File: src/rtl/instr_fetch.sv
// instr_fetch: single-outstanding instruction fetcher with a 2-entry buffer, redirect flush, halt detect and immediate override
module instr_fetch #(
   parameter logic [7:0]  RESET_PC  = 8'h00,
   parameter logic [31:0] HALT_WORD = 32'h00000000
) (
   input  logic        clk,
   input  logic        rst,
   output logic        mem_en,
   output logic [7:0]  mem_addr,
   input  logic [31:0] mem_rdata,
   input  logic        redirect,
   input  logic [7:0]  redirect_pc,
   input  logic        imm_override,
   input  logic [11:0] imm_sw,
   output logic [31:0] instr,
   output logic [7:0]  instr_pc,
   output logic        instr_valid,
   input  logic        instr_ready,
   output logic        halted,
   output logic [1:0]  fifo_count
);
   logic [7:0]  fetch_pc_q, fetch_pc_d, req_pc_q, req_pc_d, mem_addr_q, mem_addr_d;
   logic        in_flight_q, in_flight_d, halted_q, halted_d;
   logic [1:0]  count_q, count_d, slot;
   logic [39:0] ent0_q, ent0_d, ent1_q, ent1_d;
   logic        issue, push, pop;
   always_comb begin
      issue       = !rst && !redirect && !halted_q && !in_flight_q && count_q < 2'd2;
      push        = in_flight_q && !redirect && !halted_q;
      pop         = instr_valid && instr_ready;
      slot        = count_q - {1'b0, pop};
      fetch_pc_d  = redirect ? redirect_pc : fetch_pc_q + {7'd0, issue};
      req_pc_d    = issue ? fetch_pc_q : req_pc_q;
      mem_addr_d  = issue ? fetch_pc_q : mem_addr_q;
      in_flight_d = issue;
      halted_d    = !redirect && (halted_q || (push && mem_rdata == HALT_WORD));
      count_d     = redirect ? 2'd0 : count_q + {1'b0, push} - {1'b0, pop};
      ent0_d      = (push && slot == 2'd0) ? {req_pc_q, mem_rdata} : pop ? ent1_q : ent0_q;
      ent1_d      = (push && slot != 2'd0) ? {req_pc_q, mem_rdata} : ent1_q;
   end
   always_ff @(posedge clk) begin
      if (rst) begin
         fetch_pc_q  <= RESET_PC;
         req_pc_q    <= 8'h00;
         mem_addr_q  <= 8'h00;
         in_flight_q <= 1'b0;
         halted_q    <= 1'b0;
         count_q     <= 2'd0;
         ent0_q      <= 40'd0;
         ent1_q      <= 40'd0;
      end else begin
         fetch_pc_q  <= fetch_pc_d;
         req_pc_q    <= req_pc_d;
         mem_addr_q  <= mem_addr_d;
         in_flight_q <= in_flight_d;
         halted_q    <= halted_d;
         count_q     <= count_d;
         ent0_q      <= ent0_d;
         ent1_q      <= ent1_d;
      end
   end
   assign mem_en      = issue;
   assign mem_addr    = mem_addr_d;
   assign instr_valid = count_q != 2'd0;
   assign instr_pc    = ent0_q[39:32];
   assign instr       = imm_override ? {imm_sw, ent0_q[19:0]} : ent0_q[31:0];
   assign halted      = halted_q;
   assign fifo_count  = count_q;
endmodule

File: config.mk
export PLATFORM = sky130hd
export DESIGN_NAME = instr_fetch
export DESIGN_NICKNAME = d
export VERILOG_FILES = /design/src/rtl/instr_fetch.sv
export SDC_FILE = /design/constraint.sdc
export NUM_CORES = 1
export LEC_CHECK = 0
export ABC_AREA = 1
export BUFFER_PORTS_ARGS = -buffer_cell sky130_fd_sc_hd__buf_2
export CORE_MARGIN = 2
export CORE_UTILIZATION = 58
export DETAILED_ROUTE_END_ITERATION = 10
export PLACE_DENSITY_LB_ADDON = 0.08
export SLEW_MARGIN = 20
export SYNTH_ARGS = -nofsm -noshare
export SYNTH_HDL_FRONTEND = slang
export SYNTH_SLANG_ARGS = --single-unit
File: constraint.sdc
create_clock -name clk -period 3.4 [get_ports clk]
set_input_delay 0 -clock clk [delete_from_list [all_inputs] [get_ports clk]]
set_output_delay 0 -clock clk [all_outputs]
set_load 0.01 [all_outputs]
# Word-level counts from Yosys, hierarchy flattened
# Index checks and enable logic that the tools add are counted.
word_totals:
  regBits: 108
  wordCells: 40
classes:
  add_sub_neg: 4
  order_cmp: 1
  muxes: 5
  reduce_logical: 22
ops:
  columns: ["op", "n"]
  rows:
  - ["two-way mux 40 bit", 2]
  - ["zero test 32 bit", 1]
  - ["two-way mux 32 bit", 1]
  - ["two-way mux 8 bit", 2]
  - ["logical AND 1 bit", 11]
  - ["adder 8 x 1 -> 8 bit", 1]
  - ["nonzero test 2 bit", 3]
  - ["zero test 1 bit", 4]
  - ["subtractor 2 x 1 -> 2 bit", 2]
  - ["adder 2 x 1 -> 2 bit", 1]
  - ["zero test 2 bit", 1]
  - ["< comparator 2 bit (second input constant)", 1]
  - ["OR reduction 2 bit", 1]
  - ["logical OR 1 bit", 1]

# Logic depth before layout (Yosys ltp)
# Gate-level depths: netlist (run 1).
logic_depth:
  ltp_word: 7
  ltp_mapped: 12
  mapped_depth_nobuf: 11

# Worst setup path before layout (run 1)
# Ideal clock, no wire load.
synth_path:
  path_type: "register -> register"
  start: "register halted_q, in the netlist halted"
  end: "register fetch_pc_q[6]"
  setup_time_ns: 0.115
  arrival_ns: 1.735
  path_slack_ns: 1.550
  path_stages_with_launch: 11
  n_path_buf: 0
  period_less_slack_ns: 1.850
  path_cell_list: "dfxtp_1 > nor3_1 > nand3_2 > inv_2 > ha_1 > ha_1 > nand3_1 > nor2_1 > xor2_1 > o21ai_0 > inv_1"
synth_between:
  elab_chain_len: 6
synth_lines:
  columns: ["element", "line_no", "text"]
  rows:
  - ["start: declaration", "23", "logic in_flight_q, in_flight_d, halted_q, halted_d;"]
  - ["start signal: assignment", "56", "halted_q <= halted_d;"]
  - ["zero test 1 bit", "28", "issue = !rst && !redirect && !halted_q && !in_flight_q && count_q < 2'd2;"]
  - ["logical AND 1 bit (3 in a row)", "28", null]
  - ["net mem_en", "8", "output logic mem_en,"]
  - ["adder 8 x 1 -> 8 bit", "32", "fetch_pc_d = redirect ? redirect_pc : fetch_pc_q + {7'd0, issue};"]
  - ["two-way mux 8 bit", "32", null]
  - ["end signal: assignment", "52", "fetch_pc_q <= fetch_pc_d;"]
  - ["end: declaration", "22", "logic [7:0] fetch_pc_q, fetch_pc_d, req_pc_q, req_pc_d, mem_addr_q, mem_addr_d;"]
# The timed path passes the listed nets, and every way through them passes these cells.
# A chain may end at the register's enable or synchronous reset.

# Final worst setup path (run 1)
layout_path:
  start: "register halted_q, in the netlist halted"
  end: "register fetch_pc_q[6]"
layout_between:
  elab_chain_len: 6
layout_lines:
  columns: ["element", "line_no"]
  rows:
  - ["zero test 1 bit", "28"]
  - ["logical AND 1 bit (3 in a row)", "28"]
  - ["adder 8 x 1 -> 8 bit", "32"]
  - ["two-way mux 8 bit", "32"]
# No other way between the ends.

==> summary.md, run 1 <==
| Metric | Value |
|---|---|
| Peak supply drop | 0.2600 mV |
| DR iter-0 viols | 271 |
| HP Class | input port to flip-flop |
| Startpoint types | flip-flop |
| CTS resizes | 0 |
| CP peak stage delay | approximately 0.38 ns |
| CTS tree | done |
| Routed vias | 4542 |
| CP dominant cell by count | ha_1 |
| Wirelength per Cell | 13.88 um |
| H-Tree Depth | 3 |
| Fmax | about 0.45 GHz |
| Non-filler cells, final | 848 |
| Row count | 32 |
| Port bufs | ~110 |
| Max cap viols | 0 |
| # IOs | 110 |
| Antenna violations before repair | 0 |
| Root Driver | clkbuf_8 |
| First-pass GRT wire length | roughly 20000 um |
| Area of the mapped netlist | 4731 um2 |
| Remaining Overflow, GRT | 0 |
| Library cells used by synthesis | 26 |
| Worst-Skew Late Latency | 0.36 ns |
| Crit-path cells | nor3_1, nand3_2, inv_2, ha_1, ha_1, nand3_1, nor2_1, xor2_1, o21ai_0, inv_1 |
| Post-synth top flop | dfxtp_1 |
| Clock buffer depth | 2 |
| Die Area | just under 9000 um2 |
| Mean Syn Cell Area | 7.301 um2 |
| GRT Util Overall | 27.37% |
| Setup-failing EPs final | 0 |
| Relative slew slack | 50.84% |
| Status | completed |
| First-pass iteration count of the detailed router | 5 |
| Share of cells above drive strength 1 | 18.77% |
| Die Ht | between 90 and 100 um |
| Routed wire length | 11770 um |
| Crit path max-delay family | simple AND/OR/NAND/NOR gates |
| Pwr Density | 432.6 nW/um2 |
| Synth area leader | dfxtp_1 |
| Pin count of the biggest net entering global routing | 86 |
| N_diodes | 0 |
| Worst-path cell with the longest stage delay | dfxtp_1 |
| Dpl hpwl | 7191 um |
| Buf/Inv on CP | 2 |
| WS Path Type | flip-flop to flip-flop |
| Final Critical Period | 2.228 ns |
| Hold violation total from the final report | 0 |
| Tightest Pin Transition | approximately 0.74 ns |
| Top cell type's share of synthesized area | 45.70% |
| CP endpoint kind | flip-flop |
| YS warnings | 0 |
| Clk slew on worst S/H paths | 0.11 ns |
| RSZ-0062 raised after global routing | false |
| Clock net sink count | 108 |
| Initial Utilization | 60.59% |
| Async SR Flop Fraction | 0% |
| Post-synth EDFFs | 0 |
| Vias per inst | 5.356 |
| Worst Path Arrival | 2.49 ns |
| Static Leak | 0.002544 uW |
| Slew Viols, Final | 0 |
| TritonCTS Buffers | 9 |
| Vias in the first global route | around 4300 |
| Sequential-to-total area share from yosys stat | 45.70% |
| Die width | 94.32 um |
| Required time worst endpoint | 3.67 ns |
| Core Footprint | 7807 um2 |
| CP max FO | 18 |
| # nets final | 802 |
| Design Power | 2440 uW |
| GPL Wtd Cong | roughly 0.84 |
| Syn Inst Count | around 650 |
| Drt drc | 0 |
| Period Utilization, post-route | 65.52% |
| Layout area overhead | 19.23% |
| Placed insts | ~790 |
| Worst Skew | 0.01221 ns |
| Final antenna-violating net count | 0 |
| Syn nets | 709 |
| Synth Register Bits | 108 |
| Setup tns final | 0 ns |
| Largest cells by area after synthesis | dfxtp_1 46%, o21ai_0 15%, nor2_1 9.8% |
-- tightest hold or removal path, stage by stage --
cell and delay, ns:
buf_2 0.19, o21ai_0 0.11, inv_1 0.05
-- area by class of cell --
class,count,area [um2]
timing repair buffer,152,965.9
clock buffer,10,127.6
multi-input combinational,437,2053
sequential,108,2162
inverter,33,123.9
fill,658,2167
tap,102,127.6
clock inverter,6,80.08
-- synthesized netlist by cell type (3+ instances only) --
cell type and n:
o21ai_0 138, nor2_1 123, dfxtp_1 108, nand2_1 87, a21oi_1 33, clkbuf_1 32, buf_4 30, a31oi_1 28
inv_1 28, nand3_1 8, buf_2 4, ha_1 4, inv_2 4, buf_6 3, xnor2_1 3, xor2_1 3
-- registers in the layout, indices dropped and copies added (netlist names) --
| register | count |
|---|---|
| ent0_q | 40 |
| fifo_count | 2 |
| fetch_pc_q | 8 |
| in_flight_q | 1 |
| halted | 1 |
| req_pc_q | 8 |
| ent1_q | 40 |
| mem_addr_q | 8 |
-- metal layers --
layer,GRT usage [%],share of wire (%)
met5,0,0
met4,5.676,1.0
met3,4.896,6.4
met2,48.04,49
met1,35.42,44
-- final timing paths --
kind	startpoint	endpoint	slack, ns	cells after the start
worst max-delay path	halted$_SDFF_PP0_	fetch_pc_q[6]$_SDFF_PP0_	1.17	10
worst min-delay path	redirect	fetch_pc_q[3]$_SDFF_PP0_	0.0004	3
worst max register to register	halted$_SDFF_PP0_	fetch_pc_q[6]$_SDFF_PP0_	1.17	10
worst min register to register	ent1_q[38]$_SDFFE_PP0P_	ent0_q[38]$_SDFFE_PP0P_	0.48	2
-- logic make-up (layout without fill, tap and decap cells) --
| logic type | count (synthesis) | in the layout | synth area share (%) |
|---|---|---|---|
| xor gates and xnor gates | 6 | 6 | 1.111 |
| adders and majority gates | 4 | 4 | 1.058 |
| buffers and inverters | 103 | 201 | 11.16 |
| DFF | 108 | 108 | 45.70 |
| and+or+nand+nor | 227 | 227 | 19.07 |
| AOI/OAI and AO/OA | 200 | 200 | 21.90 |
-- layout by cell type, fill, tap and decap left out, drive strengths merged --
cell type    count
dfxtp          108
xor2             3
o21ai          139
nand2           87
bufinv           1
nor3             2
clkinvlp         1
nand3            9
ha               4
nand4            2
a31oi           28
or2              1
inv             35
clkinv           2
clkbuf          10
a21oi           33
xnor2            3
nor2           126
buf            113
dlygate4sd3     39
-- per-stage QoR --
step / setup WS, ns / utilization (%) / instance area [um2] / hold slack, ns
floorplan: 1.550 / - / 4731 / 0.1300
global placement: 1.243 / 64.52 / 5037 / 0.2237
detailed placement: 1.090 / 64.52 / 5037 / 0.2289
CTS: 1.148 / 72.18 / 5635 / 0.0004683
global route: 0.8982 / 72.24 / 5640 / 0.01871
finish: 1.172 / 72.24 / 5640 / 0.0003882
-- repair_timing --
item	in CTS	in global routing
endpoints found under the hold margin	66	0
buffers inserted	0	0
setup endpoints to repair	0	0
hold buffers	39	0
-- report_power, final --
part	leakage [uW]	internal, uW	switching, uW	total (uW)
registers	0.000877	1310	24.6	1330
logic	0.00157	125	167	292
clock network	0.000101	356	461	817
Note: power is estimated with default switching activity, not from simulation.
==> run 2: changes to the inputs <==
- CORE_UTILIZATION: 58 -> 54
- clock period: 3.4 -> 2.09 ns (I/O delays scaled with it)
==> summary.md, run 2 (same netlist as run 1, synthesis figures left out) <==
| Metric | Value |
|---|---|
| Status | completed |
| TritonCTS Buffers | 9 |
| FF-to-FF Start | halted$_SDFF_PP0_ |
| Root Driver | clkbuf_8 |
| Die Ht | between 90 and 100 um |
| Worst hold endpoint | fetch_pc_q[2]$_SDFF_PP0_ |
| Worst-Skew Late Latency | 0.37 ns |
| Relative slew slack | 53.99% |
| Antenna violations before repair | 0 |
| R2R Setup Slk | 0.24 ns |
| Slew Viols, Final | 0 |
| Required time worst endpoint | 2.36 ns |
| Largest regs | ent0_q x40, ent1_q x40 |
| Final antenna-violating net count | 0 |
| DR iter-0 viols | ~280 |
| Remaining Overflow, GRT | 0 |
| Period Utilization, post-route | between 80% and 90% |
| Clk slew on worst S/H paths | 0.09 ns |
| RSZ-0062 raised after global routing | false |
| Wirelength per Cell | 13.43 um |
| # nets final | 810 |
| CTS tree | done |
| R2r endpoint | fetch_pc_q[6]$_SDFF_PP0_ |
| HP Class | input port to flip-flop |
| Fmax | 0.5395 GHz |
| Cell count of the worst hold path | 3 |
| Setup tns final | 0 ns |
| Hold violation total from the final report | 0 |
| Dpl hpwl | about 7400 um |
| CP endpoint kind | flip-flop |
| Routed wire length | roughly 12000 um |
| CP max FO | 10 |
| Worst R2R Path Depth | 10 |
| Most common cell after layout, fill and taps aside | o21ai_0 |
| Die Area | 9526 um2 |
| Drt drc | 0 |
| # IOs | 110 |
| Vias per inst | 5.263 |
| Worst Hold Launch | redirect |
| First-pass iteration count of the detailed router | 5 |
| N_diodes | 0 |
| Pin count of the biggest net entering global routing | 86 |
| Port bufs | 109 |
| Startpoint types | flip-flop |
| Final Util | 66.69% |
| Peak supply drop | around 0.43 mV |
| GRT Util Overall | approximately 25% |
| GPL Wtd Cong | approximately 0.90 |
| First-pass GRT wire length | 19940 um |
| Share of cells above drive strength 1 | 19.63% |
| Worst Skew | roughly 0.015 ns |
| H-Tree Depth | 3 |
| Die width | 97.60 um |
| Final Critical Period | 1.853 ns |
| Setup-failing EPs final | 0 |
| Vias in the first global route | 4356 |
| Worst Path Arrival | 2.12 ns |
| Pwr Density | between 700 and 800 nW/um2 |
| Row count | 34 |
| Routed vias | between 4000 and 5000 |
| Most frequent cells in the layout | 138 x o21ai_0, 123 x nor2_1, 109 x buf_2, 108 x dfxtp_1, 86 x nand2_1 |
| Static Leak | 0.002596 uW |
| Max cap viols | 0 |
| Core Footprint | 8593 um2 |
| Initial Utilization | 55.05% |
| Clock net sink count | between 100 and 150 |
| Layout area overhead | 21.13% |
| WS Path Type | flip-flop to flip-flop |
| Clock buffer depth | 2 |
| Tightest Pin Transition | 0.6901 ns |
## run 2: area by class of cell
class	count	area (um2)
flip-flops and latches	108	2162
repair buffers	160	1041
inverters	33	123.9
fillers	747	2863
clock buffers	10	127.6
clock inverters	6	87.58
well taps	108	135.1
multi-input cells	437	2053
## run 2: worst max path at each step
stage,from,to,cells after the start
floorplan,halted$_SDFF_PP0_,fetch_pc_q[6]$_SDFF_PP0_,10
global placement,halted$_SDFF_PP0_,fetch_pc_q[6]$_SDFF_PP0_,10
detailed placement,halted$_SDFF_PP0_,fetch_pc_q[6]$_SDFF_PP0_,10
CTS,halted$_SDFF_PP0_,fetch_pc_q[6]$_SDFF_PP0_,10
global route,halted$_SDFF_PP0_,fetch_pc_q[6]$_SDFF_PP0_,10
finish,halted$_SDFF_PP0_,fetch_pc_q[6]$_SDFF_PP0_,10
## run 2: report_power, final
| group | leakage [uW] | total, uW | switching [uW] | internal [uW] |
|---|---|---|---|---|
| combinational | 0.00161 | 484 | 271 | 213 |
| sequential | 0.000877 | 2160 | 37.9 | 2120 |
| clock | 0.000111 | 1380 | 700 | 678 |
| total | 0.00260 | 4020 | 1010 | 3020 |
## run 2: worst max-delay path: stages (launching register included)
cell,delay [ns]
dfxtp_1,0.38
nor3_2,0.20
nand3_2,0.10
inv_2,0.16
ha_1,0.20
ha_1,0.22
nand3_1,0.09
nor2_1,0.13
xor2_1,0.09
o21ai_0,0.15
inv_1,0.05
## run 2: through the flow
step / hold WS, ns / cell area [um2] / power, uW / setup slack, ns / instances
final: 0.03394 / 5731 / 4025 / 0.2366 / 862
after global routing: 0.04181 / 5731 / 4209 / 0.03843 / 862
after CTS: 0.001607 / 5725 / 4054 / 0.1895 / 862
after detailed placement: 0.2311 / 5110 / 2633 / 0.2168 / 806
after global placement: 0.2208 / 5110 / 2622 / 0.3184 / 806
after floorplan: 0.1300 / 4731 / 2485 / 0.2399 / 648
## run 2: metal layers
layer	wire, um	track usage (%)	vias to the layer above
met5	0	0	-
met4	144	6.410	0
met3	734	6.115	12
met2	5424	42.18	151
met1	5274	32.69	2066
li1	-	-	2308
## run 2: timing repair
action	4_1_cts	5_1_grt
setup buffers	0	0
endpoints found under the setup margin	0	2
hold endpoints to repair	72	0
gates resized for setup	0	1
hold buffers	40	0
